--- src/rtl/pre_load_bram_streamer.sv ---
// Boot-time image loader: copies a byte-wide ROM (read latency 1) into SRAM
// as 32-bit little-endian OBI writes, with partial-word handling on the tail.
module pre_load_bram_streamer #(
  parameter int unsigned       NUM_BYTES = 100000,
  parameter int unsigned       ROM_AW    = 17,
  parameter int unsigned       BUS_AW    = 32,
  parameter logic [BUS_AW-1:0] BASE_ADDR = '0
) (
  input  logic              clk_i,
  input  logic              rst_i,
  input  logic              start_i,
  output logic              rom_en_o,
  output logic [ROM_AW-1:0] rom_addr_o,
  input  logic [7:0]        rom_data_i,
  output logic              bus_req_o,
  output logic              bus_we_o,
  output logic [3:0]        bus_be_o,
  output logic [BUS_AW-1:0] bus_addr_o,
  output logic [31:0]       bus_wdata_o,
  input  logic              bus_gnt_i,
  input  logic              bus_rvalid_i,
  output logic              busy_o,
  output logic              done_o,
  output logic [ROM_AW-2:0] words_o
);

  // The read pointer carries one extra bit so it can reach NUM_BYTES == 2**ROM_AW.
  localparam logic [ROM_AW:0] END_PTR = (ROM_AW+1)'(NUM_BYTES);

  if ((2**ROM_AW) < NUM_BYTES) begin : g_bad_rom_aw
    $error("pre_load_bram_streamer: ROM_AW too small for NUM_BYTES");
  end
  if (NUM_BYTES < 1) begin : g_bad_num_bytes
    $error("pre_load_bram_streamer: NUM_BYTES must be at least 1");
  end

  typedef enum logic [2:0] {
    ST_IDLE  = 3'd0,
    ST_FETCH = 3'd1,
    ST_WRITE = 3'd2,
    ST_RESP  = 3'd3,
    ST_DONE  = 3'd4
  } state_t;

  state_t            state_r;
  logic [ROM_AW:0]   rd_ptr_r;
  logic [2:0]        nb_r;        // bytes in the current word (1..4)
  logic [2:0]        issued_r;    // ROM reads issued for the current word
  logic [2:0]        capt_r;      // ROM bytes captured for the current word
  logic              rom_en_d_r;  // rom_en_o delayed: rom_data_i valid this cycle
  logic [1:0]        lane_d_r;    // byte lane of the read in flight

  logic              start_ok_s;
  logic              enter_fetch_s;
  logic [ROM_AW:0]   entry_ptr_s;
  logic [2:0]        entry_nb_s;

  // Bytes left in the image from ptr, saturated at one word.
  function automatic logic [2:0] calc_nb(input logic [ROM_AW:0] ptr);
    logic [ROM_AW:0] rem;
    rem = END_PTR - ptr;
    if (|rem[ROM_AW:2]) begin
      return 3'd4;
    end else begin
      return rem[2:0];
    end
  endfunction

  // Byte enables for a word carrying nb valid low-order bytes.
  function automatic logic [3:0] be_of(input logic [2:0] nb);
    return 4'((5'd1 << nb) - 5'd1);
  endfunction

  // Decide when a new word fetch begins and where it starts in the ROM.
  always_comb begin
    start_ok_s    = start_i && ((state_r == ST_IDLE) || (state_r == ST_DONE));
    enter_fetch_s = start_ok_s ||
                    ((state_r == ST_RESP) && bus_rvalid_i && (rd_ptr_r != END_PTR));
    if (start_ok_s) begin
      entry_ptr_s = {(ROM_AW+1){1'b0}};
    end else begin
      entry_ptr_s = rd_ptr_r;
    end
    entry_nb_s = calc_nb(entry_ptr_s);
  end

  // Copy sequencer: ROM fetch, word assembly, one outstanding bus write.
  always_ff @(posedge clk_i or posedge rst_i) begin
    if (rst_i) begin
      state_r     <= ST_IDLE;
      rd_ptr_r    <= {(ROM_AW+1){1'b0}};
      nb_r        <= 3'd0;
      issued_r    <= 3'd0;
      capt_r      <= 3'd0;
      rom_en_d_r  <= 1'b0;
      lane_d_r    <= 2'd0;
      rom_en_o    <= 1'b0;
      rom_addr_o  <= {ROM_AW{1'b0}};
      bus_req_o   <= 1'b0;
      bus_we_o    <= 1'b0;
      bus_be_o    <= 4'h0;
      bus_addr_o  <= {BUS_AW{1'b0}};
      bus_wdata_o <= 32'h0;
      busy_o      <= 1'b0;
      done_o      <= 1'b0;
      words_o     <= {(ROM_AW-1){1'b0}};
    end else begin
      rom_en_d_r <= rom_en_o;
      lane_d_r   <= rom_addr_o[1:0];
      case (state_r)
        ST_IDLE, ST_DONE: begin
          state_r <= ST_IDLE;
          if (start_ok_s) begin
            done_o  <= 1'b0;
            words_o <= {(ROM_AW-1){1'b0}};
          end
        end
        ST_FETCH: begin
          if (issued_r < nb_r) begin
            rom_en_o   <= 1'b1;
            rom_addr_o <= rd_ptr_r[ROM_AW-1:0];
            rd_ptr_r   <= rd_ptr_r + (ROM_AW+1)'(1);
            issued_r   <= issued_r + 3'd1;
          end else begin
            rom_en_o <= 1'b0;
          end
          if (rom_en_d_r) begin
            bus_wdata_o[{lane_d_r, 3'b000} +: 8] <= rom_data_i;
            capt_r <= capt_r + 3'd1;
            if ((capt_r + 3'd1) == nb_r) begin
              state_r    <= ST_WRITE;
              bus_req_o  <= 1'b1;
              bus_we_o   <= 1'b1;
              bus_be_o   <= be_of(nb_r);
              bus_addr_o <= BASE_ADDR + BUS_AW'({words_o, 2'b00});
            end
          end
        end
        ST_WRITE: begin
          if (bus_gnt_i) begin
            state_r   <= ST_RESP;
            bus_req_o <= 1'b0;
            bus_we_o  <= 1'b0;
          end
        end
        ST_RESP: begin
          if (bus_rvalid_i) begin
            words_o <= words_o + (ROM_AW-1)'(1);
            if (rd_ptr_r == END_PTR) begin
              state_r <= ST_DONE;
              busy_o  <= 1'b0;
              done_o  <= 1'b1;
            end
          end
        end
        default: begin
          state_r <= ST_IDLE;
        end
      endcase
      // Word fetch entry: first ROM read issues in the first FETCH cycle.
      if (enter_fetch_s) begin
        state_r     <= ST_FETCH;
        busy_o      <= 1'b1;
        rom_en_o    <= 1'b1;
        rom_addr_o  <= entry_ptr_s[ROM_AW-1:0];
        rd_ptr_r    <= entry_ptr_s + (ROM_AW+1)'(1);
        issued_r    <= 3'd1;
        capt_r      <= 3'd0;
        nb_r        <= entry_nb_s;
        bus_wdata_o <= 32'h0;
      end
    end
  end

endmodule
--- config.mk ---
export PLATFORM = sky130hd
export DESIGN_NAME = pre_load_bram_streamer
export DESIGN_NICKNAME = d
export VERILOG_FILES = /design/src/rtl/pre_load_bram_streamer.sv
export SDC_FILE = /design/constraint.sdc
export NUM_CORES = 1
export LEC_CHECK = 0
export CAP_MARGIN = 15
export CELL_PAD_IN_SITES_DETAIL_PLACEMENT = 0
export CELL_PAD_IN_SITES_GLOBAL_PLACEMENT = 1
export CORE_AREA = 2 2 170 89
export DETAILED_ROUTE_END_ITERATION = 10
export DIE_AREA = 0 0 172 91
export GPL_ROUTABILITY_DRIVEN = 0
export PLACE_DENSITY_LB_ADDON = 0.1
export SLEW_MARGIN = 20
export SYNTH_ARGS = -nofsm -noshare
export SYNTH_HDL_FRONTEND = slang
export SYNTH_SLANG_ARGS = --single-unit
--- constraint.sdc ---
create_clock -name clk_i -period 8.21 [get_ports clk_i]
set_clock_uncertainty 0.05 [all_clocks]
set_input_delay 1.2315 -clock clk_i [delete_from_list [all_inputs] [get_ports clk_i]]
set_output_delay 1.2315 -clock clk_i [all_outputs]
set_load 0.1 [all_outputs]
==> results of run 1 <==
## layout make-up
class | count | area, sq um
fill | 1230 | 6460
tap | 198 | 248
timing repair buffer | 106 | 1050
multi-input combinational | 406 | 2660
inverter | 16 | 62.6
clock inverter | 13 | 148
clock buffer | 18 | 439
sequential | 122 | 3050
## placed cells by master, fill, tap and decap left out, types with 3 or more instances in the layout
cell and instances:
buf_4 4, inv_1 15, xnor2_1 13, clkinvlp_4 4
clkbuf_16 17, clkinv_4 5, nor4b_1 3, nand3b_1 3
o21ai_0 29, nand4_1 9, nor2_1 41, o31ai_1 3
a21oi_2 3, dfrtp_1 122, a41o_1 4, nor3_1 10
clkdlybuf4s50_1 102, a21oi_1 23, ha_1 13, nand2_1 86
a31oi_1 5, conb_1 16, and3_1 3, and2_1 4
nand3_1 22, a22o_1 24, nor4_2 3, xor2_1 15
or3_1 3, mux2_2 19, mux2i_1 6
## power by group through the flow
stage	combinational (mW)	sequential, mW	clock [mW]
finish	1.47	0.866	0.741
global route	1.56	0.884	0.788
CTS	1.47	0.864	0.751
detailed placement	1.46	0.873	0
global placement	1.44	0.870	0
floorplan	0.569	1.46	0
## worst paths after layout
check | to | depth (start not counted) | slack, ns | start
max | nb_r[2] | 11 | 4.03 | start_i
min | rom_en_d_r | 0 | 0.38 | rom_en_o
max reg2reg | nb_r[2] | 10 | 4.83 | state_r[0]
min reg2reg | rom_en_d_r | 0 | 0.38 | rom_en_o
max in group asynchronous | bus_wdata_o[1] | 3 | 5.54 | rst_i
min in group asynchronous | rom_addr_o[10] | 2 | 1.22 | rst_i
## kinds of logic after synthesis
kind of cell | count (synthesis) | share of synthesized area, %
and+or+nand+nor | 206 | 17.0
DFF | 122 | 51.0
muxes | 27 | 4.95
adders and majority gates | 13 | 2.72
xor gates and xnor gates | 29 | 4.47
buffers and inverters | 65 | 5.77
AOI/OAI and AO/OA | 115 | 14.0
other | 1 | 0.0626
## flip-flops by register name, indices dropped and copies added, names as in the netlist
name / cells
bus_addr_o: 16
nb_r: 3
words_o: 16
lane_d_r: 2
busy_o: 1
rom_en_d_r: 1
rom_en_o: 1
state_r: 3
bus_be_o: 4
bus_wdata_o: 32
rd_ptr_r: 18
bus_we_o: 1
rom_addr_o: 17
done_o: 1
issued_r: 3
capt_r: 3
## through the flow
| step | hold slack (ns) | instance area, sq um | instances | util, % |
|---|---|---|---|---|
| after floorplan | 0.426 | 6050 | 593 | - |
| after global placement | 0.366 | 7060 | 848 | 50.0 |
| after detailed placement | 0.365 | 7060 | 848 | 50.0 |
| after CTS | 0.377 | 7650 | 879 | 54.2 |
| after global routing | 0.393 | 7660 | 879 | 54.2 |
| final | 0.382 | 7660 | 879 | 54.2 |
## metal layers
metal | global-route usage (%) | up-vias | part of all wire [%]
li1 | - | 2184 | -
met1 | 34.6 | 2343 | 53
met2 | 25.8 | 187 | 38
met3 | 5.54 | 11 | 7.9
met4 | 5.25 | 0 | 0.76
met5 | 2.34 | - | 0
==> metrics.yaml, run 1 <==
status:
  status: "finished, final reports clean"
sta:
  worst_slew_pin_slew_ns: 1.01
  period_needed_ns: 4.18
  finalHoldViolations: 0
  grt_setup_unrepaired: "no"
  final.setup.tns_ns: 0
  setup_viol: 0
  relSlewSlack_pct: 32.7
  finalMaxSlewViolations: 0
  min_period_over_period_pct: 51.0
  fin_ws_ns: 4.03
  max_freq_mhz: 239
critical_path:
  worst-endpoint-required_ns: 8.46
  crit_family: "simple AND/OR/NAND/NOR gates"
  arrival_ns: 4.43
  cp-start-kind: "input port"
  slowest_delay_ns: 0.52
  path_max_fanout: 34
  critPathKind: "input port to flip-flop"
  crit_path_end_kind: "flip-flop"
  path_buf_inv: 2
  worstPathCellList: "clkdlybuf4s50_1 -> or3b_1 -> buf_4 -> nand2_1 -> ha_1 -> nor4b_1 -> o31ai_1 -> nand3b_1 -> mux2_2 -> o211ai_1 -> o31a_1"
  crit_slowest_cell: "clkdlybuf4s50_1"
synthesis:
  ys_seq_elements: 122
  synth_flop_cell: "dfrtp_1"
  async_flop_share_pct: 100
  syn_inst: 578
  synth.most_common_cell: "dfrtp_1"
  avgSynthCellArea_sq_um: 10.4
  synth_top_area_share_pct: 51.0
  ys_warn_count: 0
  synth_top_area_cell: "dfrtp_1"
  synth_area_leaders: "dfrtp_1 (51%), nand2_1 (5.4%), mux2_2 (3.6%)"
  synth_area_sq_um: 5990
  synth_edf_count: 0
  synth-seq-area-share_pct: 51.0
  synth_commonest_cells: "dfrtp_1 (122), nand2_1 (86), nor2_1 (42), o21ai_0 (29), a22o_1 (24)"
  yosysUniqueCellTypes: 66
drt:
  num_vias: 4725
  drt_iter0_drc: 440
  drc: 0
  drtAntennaViolNets: 0
  finalWirelength_mm: 15.5
  avgRoutedWirePerCell_um: 17.6
  viasPerCell: 5.38
  firstDrtPassIters: 5
flow_run:
  cap_viol_max_count: 0
grt:
  grt_max_degree: 71
  grt.total_usage_pct: 20.9
  grt_overflow_total: 0
  antenna_found_initial: 0
  grt_pass1_wl_mm: 24.9
  grt_pass1_vias: 4387
floorplanning:
  io_pins: 119
  fp.dieW_um: 172
  core_area_sq_um: 14100
  rows: 31
  die-area_sq_um: 15700
  start_util_pct: 42.4
  die_h_um: 91
power:
  p_int_mw: 1.56
  p_comb_share_pct: 47.8
  total_power_mw: 3.08
  power-per-cell-area_nw_per_um2: 402
  p_leak_nw: 3.37
  sequentialPowerShare_pct: 28.2
  swShare_pct: 49.4
  p_sw_mw: 1.52
  peakVddDrop_v: 0.000296
  pwr-share-clk_pct: 24.1
clock_network:
  ctsResizeCount: 0
  clkLatencyLatePin_ns: 0.41
  clockRootBuffer: "clkbuf_16"
  path_clk_slew_ns: 0.06
  hold_buffers: 0
  clock-sinks: 122
  cts_tree: "yes"
  cts_buffers: 17
  post_cts.repair.setup_buffers: 0
  htreeDepth: 4
  clock_path_buffers: 2
placed_design:
  dp_hpwl_mm: 11.0
  dp_slack_ns: 3.69
  port_buffers: 102
min_path:
  min_path_type: "flip-flop to flip-flop"
finish:
  syn_to_final_growth_pct: 27.8
  nNetsFinal: 695
  drive_gt1_share_pct: 11.0
  antenna_cells: 0
Note: power is estimated with default switching activity, not from simulation.
==> run 2, diff against run 1 <==
- CORE_AREA: 2 2 170 89 -> 2 2 186 97
- DIE_AREA: 0 0 172 91 -> 0 0 188 99
- clock period: 8.21 -> 3.66 ns (I/O delays scaled with it)
==> run 2 against run 1 <==
Against the previous run:
- wire length rose by 3.5%
- via count is 0.15% higher
- combinational power grew 130%
- power is 130% higher
- die area rose by 19%
- clock-buffer cell count down 1
- sequential share of layout area decreased by 0.72 points
- non-clock buffer count rose by 11
- highest routed layer unchanged
- cell count is 5.5% higher
- global-route usage decreased by 2.9 points
- first-iteration DRC count shrank 29%
- critical endpoint unchanged
==> metrics.yaml, run 2 (synthesis results as in run 1) <==
sta:
  period_needed_ns: 3.13
  worst_slew_pin_slew_ns: 0.999  # was 1.01 ns
  min_period_over_period_pct: 85.5
  max_freq_mhz: 319
  finalMaxSlewViolations: 0  # unchanged
  finalHoldViolations: 0  # unchanged
  setup_viol: 0  # unchanged
  final.setup.tns_ns: 0  # unchanged
  grt_setup_unrepaired: "no"  # unchanged
  relSlewSlack_pct: 33.2  # was 32.7%
  whs_ns: 0.345  # was 0.382 ns
power:
  power-per-cell-area_nw_per_um2: 895  # was 402 nW/um^2
  swShare_pct: 49.3  # was 49.4%
  pwr-share-clk_pct: 24.1  # about the same
  p_int_mw: 3.54  # was 1.56 mW
  peakVddDrop_v: 0.000446  # was 0.000296 V
  p_sw_mw: 3.44  # was 1.52 mW
  p_comb_share_pct: 48.2  # was 47.8%
  p_leak_nw: 3.44  # was 3.37 nW
  sequentialPowerShare_pct: 27.6  # was 28.2%
finish:
  antenna_cells: 0  # unchanged
  multi_input_area_sq_um: 2650  # was 2660 sq um
  final_cell_mix: "dfrtp_1 (122), clkdlybuf4s50_1 (102), nand2_1 (86)"  # unchanged
  nNetsFinal: 706  # was 695
  fin_util_pct: 45.9  # was 54.2%
  final-seq-area_sq_um: 3050  # unchanged
  layoutNonFillerInstCount: 927  # was 879
  top_regs: "bus_wdata_o (32), rd_ptr_r (18), rom_addr_o (17)"  # unchanged
  syn_to_final_growth_pct: 30.2  # was 27.8%
  nFillCells: 1611  # was 1230
  drive_gt1_share_pct: 12.6  # was 11.0%
  final_common_cell: "dfrtp_1"  # unchanged
  top_register: "bus_wdata_o"  # unchanged
  largest_reg_flops: 32  # unchanged
critical_path:
  crit_path_end_kind: "flip-flop"  # unchanged
  cp-start-kind: "input port"  # unchanged
  worstPathCellList: "clkdlybuf4s50_1 -> or3b_1 -> nand2_1 -> ha_1 -> nor4b_1 -> o31ai_1 -> nand3b_1 -> mux2_2 -> o211ai_1 -> o31a_1"  # was clkdlybuf4s50_1 -> or3b_1 -> buf_4 -> nand2_1 -> ha_1 -> nor4b_1 -> o31ai_1 -> nand3b_1 -> mux2_2 -> o211ai_1 -> o31a_1
  crit_slowest_cell: "clkdlybuf4s50_1"  # unchanged
  slowest_delay_ns: 0.53  # was 0.52 ns
  worst-endpoint-required_ns: 3.89  # was 8.46 ns
  critPathKind: "input port to flip-flop"  # unchanged
  arrival_ns: 3.36  # was 4.43 ns
  path_max_fanout: 4  # was 34
grt:
  grt.total_usage_pct: 18.0  # was 20.9%
  grt_pass1_vias: 4502  # was 4387
  grt_max_degree: 72  # was 71
  grt_overflow_total: 0  # unchanged
  grt_pass1_wl_mm: 26.0  # was 24.9 mm
  antenna_found_initial: 0  # unchanged
clock_network:
  clock_path_buffers: 2  # unchanged
  cts_buffers: 17  # unchanged
  clkLatencyLatePin_ns: 0.41  # about the same
  hold_buffers: 0  # unchanged
  path_clk_slew_ns: 0.06  # about the same
  cts_tree: "yes"  # unchanged
  clockRootBuffer: "clkbuf_16"  # unchanged
  post_cts.repair.setup_buffers: 0  # unchanged
  clock-sinks: 122  # unchanged
  htreeDepth: 4  # unchanged
  ctsResizeCount: 0  # unchanged
drt:
  drtAntennaViolNets: 0  # unchanged
  viasPerCell: 5.10  # was 5.38
  avgRoutedWirePerCell_um: 17.3  # was 17.6 um
  num_vias: 4732  # was 4725
  drt_iter0_drc: 314  # was 440
  firstDrtPassIters: 5  # unchanged
  drc: 0  # unchanged
  finalWirelength_mm: 16.0  # was 15.5 mm
placed_design:
  dp_hpwl_mm: 11.7  # was 11.0 mm
  dp.cells: 895  # was 848
  port_buffers: 102  # unchanged
status:
  status: "finished, final reports clean"  # unchanged
floorplanning:
  die-area_sq_um: 18600  # was 15700 sq um
  start_util_pct: 35.3  # was 42.4%
  rows: 34  # was 31
  fp.dieW_um: 188  # was 172 um
  die_h_um: 99  # was 91 um
  io_pins: 119  # unchanged
  core_area_sq_um: 17000  # was 14100 sq um
flow_run:
  cap_viol_max_count: 0  # unchanged
min_path:
  min_path_type: "flip-flop to flip-flop"  # unchanged
## run 2: cell types whose count changed in the layout (fill, tap and decap cells not counted)
cell      previous run  this run
inv_4                1         0
nor2_4               2         1
nor2_2               0         1
clkbuf_8             1         0
buf_12               0         1
buf_4                4        14
inv_8                0         1
inv_6                1         4
clkinv_2             1         2
clkinv_4             5         3
## run 2: metrics by stage
stage	area, sq um	power, mW	worst slack, ns
after floorplan	6050	4.54	0.466
after detailed placement	7210	5.32	0.123
after CTS	7800	7.04	0.524
final	7800	6.98	0.529
after global placement	7210	5.28	0.165
after global routing	7800	7.35	0.338
## run 2: critical path, delay by kind of cell
family	cells	cell delay, ns
multiplexers	1	0.23
AND/OR/NAND/NOR	4	1.21
AO/OA/AOI/OAI	3	0.66
buffers and inverters	1	0.53
adder cells (fa/ha/maj)	1	0.17
## run 2: worst paths after layout
check                           endpoint  slack (ns)          start  depth (start not counted)
max                              nb_r[2]        0.53        start_i                         10
min                          lane_d_r[0]        0.35  rom_addr_o[0]                          0
max reg2reg                      nb_r[2]        0.69     state_r[1]                          9
min reg2reg                  lane_d_r[0]        0.35  rom_addr_o[0]                          0
max in group asynchronous    bus_be_o[1]        2.28          rst_i                          3
min in group asynchronous  rom_addr_o[8]        0.50          rst_i                          2
## run 2: power by group through the flow
stage | clock network, mW | logic (mW) | registers [mW]
2_1_floorplan | 0 | 1.28 | 3.27
3_3_place_gp | 0 | 3.34 | 1.94
3_5_place_dp | 0 | 3.37 | 1.95
4_1_cts | 1.73 | 3.38 | 1.93
5_1_grt | 1.80 | 3.58 | 1.98
6_report | 1.68 | 3.37 | 1.93
## run 2: layout make-up
type / count / area share (%)
clock inverters: 15 / 2.12
multi-input cells: 406 / 34.0
well taps: 234 / 3.76
flip-flops and latches: 122 / 39.2
inverters: 16 / 0.818
clock buffers: 17 / 5.46
repair buffers: 117 / 14.7
## run 2: metal layers
layer	routed length, um	up-vias	GRT usage, %
met5	0	-	0
met4	97	0	4.24
met3	828	10	3.81
met2	5920	137	22.3
met1	9150	2363	30.2
li1	-	2222	-
